File: config.mk
export PLATFORM = sky130hd
export DESIGN_NAME = uart_rx_parity_flat
export DESIGN_NICKNAME = d
export VERILOG_FILES = /design/src/rtl/uart_rx_parity_if.sv /design/src/rtl/uart_rx_parity.sv /design/src/flat_wrapper.sv
export SDC_FILE = /design/constraint.sdc
export NUM_CORES = 1
export LEC_CHECK = 0
export ABC_AREA = 1
export CORE_ASPECT_RATIO = 1.1
export CORE_MARGIN = 2
export CORE_UTILIZATION = 55
export DETAILED_ROUTE_END_ITERATION = 10
export PLACE_DENSITY = 0.79
export SLEW_MARGIN = 30
export SYNTH_ARGS = -nofsm -noshare
export SYNTH_HDL_FRONTEND = slang
export SYNTH_SLANG_ARGS = --single-unit
File: constraint.sdc
create_clock -name clk -period 1.65 [get_ports clk]
set_input_delay 0.495 -clock clk [delete_from_list [all_inputs] [get_ports clk]]
set_output_delay 0.495 -clock clk [all_outputs]
set_load 0.05 [all_outputs]
File: src/rtl/uart_rx_parity_if.sv
// Bundle between the UART receiver and its consumers: serial line in, display word and frame status out.
// The receiver uses the master modport; the display side and the bench use the slave modport.
interface uart_rx_parity_if;
    logic        rx;
    logic [15:0] data;
    logic        byte_valid;
    logic [7:0]  byte_data;
    logic        parity_err;
    logic        frame_err;

    modport master (
        input  rx,
        output data,
        output byte_valid,
        output byte_data,
        output parity_err,
        output frame_err
    );

    modport slave (
        output rx,
        input  data,
        input  byte_valid,
        input  byte_data,
        input  parity_err,
        input  frame_err
    );
endinterface

File: src/rtl/uart_rx_parity.sv
// 8-bit UART receiver with one parity bit. It drives a 16-bit display word:
// {last good byte, saturating parity-error count}.
module uart_rx_parity #(
    parameter int CLK_FREQ   = 50000000,
    parameter int BAUD       = 115200,
    parameter bit PARITY_ODD = 1'b0
) (
    input  logic              clk,
    input  logic              rst,
    uart_rx_parity_if.master  uart
);
    localparam int CLKS_PER_BIT = CLK_FREQ / BAUD;
    localparam int CW = (CLKS_PER_BIT > 1) ? $clog2(CLKS_PER_BIT) : 1;
    localparam logic [CW-1:0] FULL_TERM = CW'(CLKS_PER_BIT - 1);
    localparam logic [CW-1:0] HALF_TERM = CW'(CLKS_PER_BIT / 2 - 1);

    typedef enum logic [2:0] {
        ST_IDLE   = 3'd0,
        ST_START  = 3'd1,
        ST_DATA   = 3'd2,
        ST_PARITY = 3'd3,
        ST_STOP   = 3'd4
    } state_t;

    function automatic logic parity_mismatch(input logic [7:0] b, input logic p, input logic odd);
        return (^b) ^ p ^ odd;
    endfunction

    function automatic logic [7:0] sat_inc(input logic [7:0] v);
        return (v == 8'hFF) ? v : v + 8'd1;
    endfunction

    state_t         state_q;
    logic           sync1_q, sync2_q;
    logic [CW-1:0]  baud_q;
    logic [2:0]     bit_q;
    logic [7:0]     shift_q;
    logic           par_bad_q;
    logic [7:0]     last_good_q;
    logic [7:0]     err_cnt_q;
    logic [7:0]     byte_data_q;
    logic           byte_valid_q, parity_err_q, frame_err_q;

    logic           rx_s;
    logic [CW-1:0]  baud_term_s;
    logic           baud_done_s;
    logic [CW-1:0]  baud_d;
    logic [7:0]     err_cnt_d;
    logic           par_bad_d;

    assign rx_s = sync2_q;

    // Baud timing (half bit in START to land mid-bit), saturating count and parity evaluation.
    always_comb begin
        baud_term_s = (state_q == ST_START) ? HALF_TERM : FULL_TERM;
        baud_done_s = (baud_q == baud_term_s);
        baud_d      = baud_done_s ? {CW{1'b0}} : baud_q + CW'(1);
        err_cnt_d   = sat_inc(err_cnt_q);
        par_bad_d   = parity_mismatch(shift_q, rx_s, PARITY_ODD);
    end

    // Synchroniser, receive FSM and registered outputs.
    always_ff @(posedge clk) begin
        if (rst) begin
            state_q      <= ST_IDLE;
            sync1_q      <= 1'b1;
            sync2_q      <= 1'b1;
            baud_q       <= {CW{1'b0}};
            bit_q        <= 3'd0;
            shift_q      <= 8'h00;
            par_bad_q    <= 1'b0;
            last_good_q  <= 8'h00;
            err_cnt_q    <= 8'h00;
            byte_data_q  <= 8'h00;
            byte_valid_q <= 1'b0;
            parity_err_q <= 1'b0;
            frame_err_q  <= 1'b0;
        end else begin
            sync1_q      <= uart.rx;
            sync2_q      <= sync1_q;
            byte_valid_q <= 1'b0;
            parity_err_q <= 1'b0;
            frame_err_q  <= 1'b0;
            case (state_q)
                ST_IDLE: begin
                    baud_q <= {CW{1'b0}};
                    bit_q  <= 3'd0;
                    if (!rx_s) state_q <= ST_START;
                end
                ST_START: begin
                    baud_q <= baud_d;
                    if (baud_done_s) state_q <= rx_s ? ST_IDLE : ST_DATA;
                end
                ST_DATA: begin
                    baud_q <= baud_d;
                    if (baud_done_s) begin
                        shift_q <= {rx_s, shift_q[7:1]};
                        bit_q   <= bit_q + 3'd1;
                        if (bit_q == 3'd7) state_q <= ST_PARITY;
                    end
                end
                ST_PARITY: begin
                    baud_q <= baud_d;
                    if (baud_done_s) begin
                        par_bad_q <= par_bad_d;
                        state_q   <= ST_STOP;
                    end
                end
                ST_STOP: begin
                    baud_q <= baud_d;
                    if (baud_done_s) begin
                        state_q <= ST_IDLE;
                        if (rx_s) begin
                            byte_valid_q <= 1'b1;
                            byte_data_q  <= shift_q;
                            parity_err_q <= par_bad_q;
                            if (par_bad_q) err_cnt_q   <= err_cnt_d;
                            else           last_good_q <= shift_q;
                        end else begin
                            frame_err_q <= 1'b1;
                        end
                    end
                end
                default: begin
                    state_q <= ST_IDLE;
                    baud_q  <= {CW{1'b0}};
                end
            endcase
        end
    end

    assign uart.data       = {last_good_q, err_cnt_q};
    assign uart.byte_valid = byte_valid_q;
    assign uart.byte_data  = byte_data_q;
    assign uart.parity_err = parity_err_q;
    assign uart.frame_err  = frame_err_q;
endmodule

File: src/flat_wrapper.sv
// flat-port wrapper written by rule: the top's interface ports become plain ports
module uart_rx_parity_flat 
#(
    parameter int CLK_FREQ   = 50000000,
    parameter int BAUD       = 115200,
    parameter bit PARITY_ODD = 1'b0
)
  (clk, rst, uart_rx, uart_data, uart_byte_valid, uart_byte_data, uart_parity_err, uart_frame_err);
  uart_rx_parity_if uart_i ();
  input  logic clk;
  input  logic rst;
  input wire logic [$bits(uart_i.rx)-1:0] uart_rx;
  output wire logic [$bits(uart_i.data)-1:0] uart_data;
  output wire logic [$bits(uart_i.byte_valid)-1:0] uart_byte_valid;
  output wire logic [$bits(uart_i.byte_data)-1:0] uart_byte_data;
  output wire logic [$bits(uart_i.parity_err)-1:0] uart_parity_err;
  output wire logic [$bits(uart_i.frame_err)-1:0] uart_frame_err;
  assign uart_i.rx = uart_rx;
  assign uart_data = uart_i.data;
  assign uart_byte_valid = uart_i.byte_valid;
  assign uart_byte_data = uart_i.byte_data;
  assign uart_parity_err = uart_i.parity_err;
  assign uart_frame_err = uart_i.frame_err;
  uart_rx_parity #(.CLK_FREQ(CLK_FREQ), .BAUD(BAUD), .PARITY_ODD(PARITY_ODD)) u_core (.clk(clk), .rst(rst), .uart(uart_i));
endmodule
==> results.sh <==
export IMPL_cts_root_buf="clkbuf_8"
export IMPL_cts_made_buffers=5
export IMPL_crit_family="simple AND/OR/NAND/NOR gates"
export IMPL_post_route_drc_count=0
export IMPL_fmax_mhz=605
export IMPL_cp_num_buf_inv=0
export IMPL_slew_headroom_pct=73.9
export IMPL_nNetsFinal=408
export IMPL_whs_path_depth=1
export IMPL_initial_core_util_pct=57.5
export IMPL_htree_levels=2
export IMPL_n_fill_cell=275
export IMPL_layout_setup_ws_ns=-0.00270
export IMPL_p_int_mw=1.86
export IMPL_required_ns=1.86
export IMPL_r2r_end="u_core.par_bad_q$_SDFFE_PP0P_"
export IMPL_area_growth_syn_to_layout_pct=37.5
export IMPL_synth_cell_types=26
export IMPL_top_usage_layer="met2"
export IMPL_vias=2395
export IMPL_antenna_found_initial=0
export IMPL_min_path_type="flop to flop"
export IMPL_die_y_um=74.7
export IMPL_syn_cell_area_um2=2500
export IMPL_period_minus_slack_ns=1.65
export IMPL_yosysWarnings=0
export IMPL_synth_edff_count=0
export IMPL_power_frac_seq_pct=50.1
export IMPL_swShare_pct=32.6
export IMPL_drt_iter0_drc=202
export IMPL_critPathMaxStageDelay_ns=0.36
export IMPL_path_class="flop to flop"
export IMPL_grtUsageMet3_pct=4.93
export IMPL_cts_tree="built"
export IMPL_port_buffers=29
export IMPL_startpoint_type="flop"
export IMPL_finalHoldViolations=0
export IMPL_cap_violations=0
export IMPL_yosysTopAreaCell="dfxtp_1"
export IMPL_critPathSlowestCell="dfxtp_2"
export IMPL_syn_inst=354
export IMPL_ir_worst_vdd_uv=558
export IMPL_clockBufferDepth=2
export IMPL_p_per_area_nw_per_um2=801
export IMPL_ys_ff_latch=53
export IMPL_gr_total_overflow=0
export IMPL_clock_sinks=53
export IMPL_cp_end_kind="flop"
export IMPL_r2r_start="u_core.baud_q[4]$_SDFF_PP0_"
export IMPL_syn_nets=361
export IMPL_rows=25
export IMPL_diodes=0
export IMPL_holdPathEnd="u_core.rx_s$_SDFF_PP1_"
export IMPL_arrival_ns=1.86
export IMPL_tns_ns=-0.00333
export IMPL_path_cells="nand2_2, nor3_4, nand3_1, nor3_1, nand2_1, nor2_1, nor2_1"
export IMPL_hp_start="u_core.sync1_q$_SDFF_PP1_"
export IMPL_syn_avg_cell_area_um2=7.07
export IMPL_dieArea_um2=5100
export IMPL_skew_ns=0.00554
export IMPL_grt_setup_unrepaired="yes"
export IMPL_async_reset_ff_share_pct=0
export IMPL_synth_top_area_share_pct=42.4
export IMPL_grt_util_all_layers_pct=23.3
export IMPL_regArea_um2=1080
export IMPL_synthTopCellsByArea="dfxtp_1, nand2_1, nor2_1"
export IMPL_dp_hpwl_mm=3.91
export IMPL_grtUsageMet1_pct=29.6
export IMPL_cp_max_fo=5
export IMPL_drv_slew=0
export IMPL_drtPass1Iterations=4
export IMPL_cts_hold_buf=0
export IMPL_clk_latency_ns=0.31
export IMPL_die_w_um=68.3
export IMPL_ios=30
export IMPL_core_area_um2=4350
export IMPL_ys_seq_area_share_pct=42.4
export IMPL_vias_per_cell=5.25
export IMPL_multiInputGateArea_um2=1230
export IMPL_grt_util_met2_pct=38.5
export IMPL_wl_mm=6.13
export IMPL_grt_max_degree=17
export IMPL_final_util_pct=79.1
export IMPL_status="complete, but fails checks"
export IMPL_synth_ff_type="dfxtp_1"
export IMPL_grt_pass1_vias=2128
export IMPL_antenna_left=0
export IMPL_tightest_slew_ns=0.388
export IMPL_clk_pin_slew_ns=0.09
export IMPL_fin_crit_sh_pct=100
export IMPL_power_switching_mw=0.898
export IMPL_wl_per_cell_um=13.4
export IMPL_drive_above_1_share_pct=23.9
export IMPL_path_common_cell="nor2_1"
export IMPL_grt_pass1_wl_mm=9.05
export IMPL_gp_congestion=0.867
export IMPL_pwr_share_comb_pct=22.2
export IMPL_setup_viol_count_final=2
export IMPL_clock_power_share_pct=27.8
export IMPL_violations="negative setup slack"
export IMPL_p_leak_nw=1.44
export IMPL_worst_r2r_setup_slack_ns=-0.003
export IMPL_rr_worst_depth=7
==> repair_timing <==
item	in CTS	in global routing
setup endpoints to repair	0	30
setup buffers	0	7
gates resized for setup	0	31
==> area by class of cell <==
type                            instances  share of cell area, %
Timing Repair Buffer                   50                   21.2
Sequential cell                        53                   31.5
Tap cell                               54                   1.96
Clock buffer                            8                   2.62
Inverter                               64                   7.06
Multi-Input combinational cell        227                   35.7
==> per-stage QoR <==
stage          std cells  hold WS (ns)  area [um2]  power [mW]  setup slack [ns]
2_1_floorplan        354         0.389        2510        1.77           0.00930
3_3_place_gp         441         0.425        3200        1.86            0.0473
3_5_place_dp         441         0.421        3200        1.87            0.0362
4_1_cts              449         0.442        3290        2.62            0.0176
5_1_grt              456         0.461        3440        2.87            -0.143
6_report             456         0.455        3440        2.75          -0.00270
==> registers in the layout, indices dropped and copies added, names as in the netlist <==
signal / flops
u_core.shift_q: 8
u_core.last_good_q: 8
u_core.rx_s: 1
u_core.uart.byte_data: 8
u_core.err_cnt_q: 8
u_core.uart.parity_err: 1
u_core.state_q: 3
u_core.baud_q: 9
u_core.bit_q: 3
u_core.uart.frame_err: 1
u_core.sync1_q: 1
u_core.par_bad_q: 1
u_core.uart.byte_valid: 1
==> cell usage in the layout, fill, tap and decap left out, drive strengths merged, types with 6 or more instances in the layout <==
cell type and count:
o21ai 17, nor2 66, inv 64, a211oi 7, clkbuf 8, buf 48
xor2 6, nor3 11, a21oi 11, nand3 13, nand4 19, dfxtp 53
nand2 66
==> power groups by stage <==
stage	logic (mW)	clock network, mW	registers [mW]
detailed placement	0.483	0	1.39
finish	0.610	0.765	1.38
floorplan	0.391	0	1.38
global route	0.668	0.814	1.38
global placement	0.472	0	1.39
CTS	0.491	0.768	1.36
==> cell usage after synthesis, types with 2 or more instances <==
library cell and count:
xor2_1 6, inv_2 5, nand4_1 18, nand2_2 3, nor2_1 63, o21ai_1 5
clkbuf_1 8, a21oi_1 11, inv_1 59, nand3_1 11, or2_2 3, xnor2_1 4
o21ai_0 12, nor3_1 10, nand2_1 63, nand3_2 2, ha_1 4, dfxtp_1 53
a211oi_1 7
==> worst reg2reg max path, cell delays in order (launching register included) <==
cell and delay [ns]:
dfxtp_2 0.36, nand2_2 0.07, nor3_4 0.32, nand3_1 0.20, nor3_1 0.35, nand2_1 0.10, nor2_1 0.09, nor2_1 0.04
==> cell families (layout without fill, tap and decap cells) <==
| group | Yosys count | after routing | share of synthesized area, % |
|---|---|---|---|
| buffers and inverters | 74 | 122 | 11.5 |
| adders and majority gates | 4 | 4 | 2.00 |
| and+or+nand+nor | 178 | 178 | 32.9 |
| AOI/OAI and AO/OA | 35 | 35 | 7.70 |
| DFF | 53 | 53 | 42.4 |
| xor gates and xnor gates | 10 | 10 | 3.50 |
==> worst max path at each step <==
stage	depth (start not counted)	end	startpoint	slack, ns
finish	7	u_core.par_bad_q$_SDFFE_PP0P_	u_core.baud_q[4]$_SDFF_PP0_	-0.003
global route	7	u_core.par_bad_q$_SDFFE_PP0P_	u_core.baud_q[7]$_SDFF_PP0_	-0.14
CTS	10	u_core.bit_q[0]$_SDFFE_PP0P_	u_core.state_q[2]$_SDFFE_PP0P_	0.02
detailed placement	4	u_core.baud_q[2]$_SDFF_PP0_	rst	0.04
global placement	4	u_core.baud_q[2]$_SDFF_PP0_	rst	0.05
floorplan	11	u_core.err_cnt_q[4]$_SDFFE_PP0P_	u_core.err_cnt_q[0]$_SDFFE_PP0P_	0.009
==> routing by layer <==
layer / wire length (um) / vias to the layer above / share of wire (%)
li1: - / 1206 / -
met1: 2650 / 1087 / 43
met2: 3020 / 87 / 49
met3: 327 / 15 / 5.3
met4: 134 / 0 / 2.2
met5: 0 / - / 0
No activity file was read; power rests on OpenSTA's default activity.
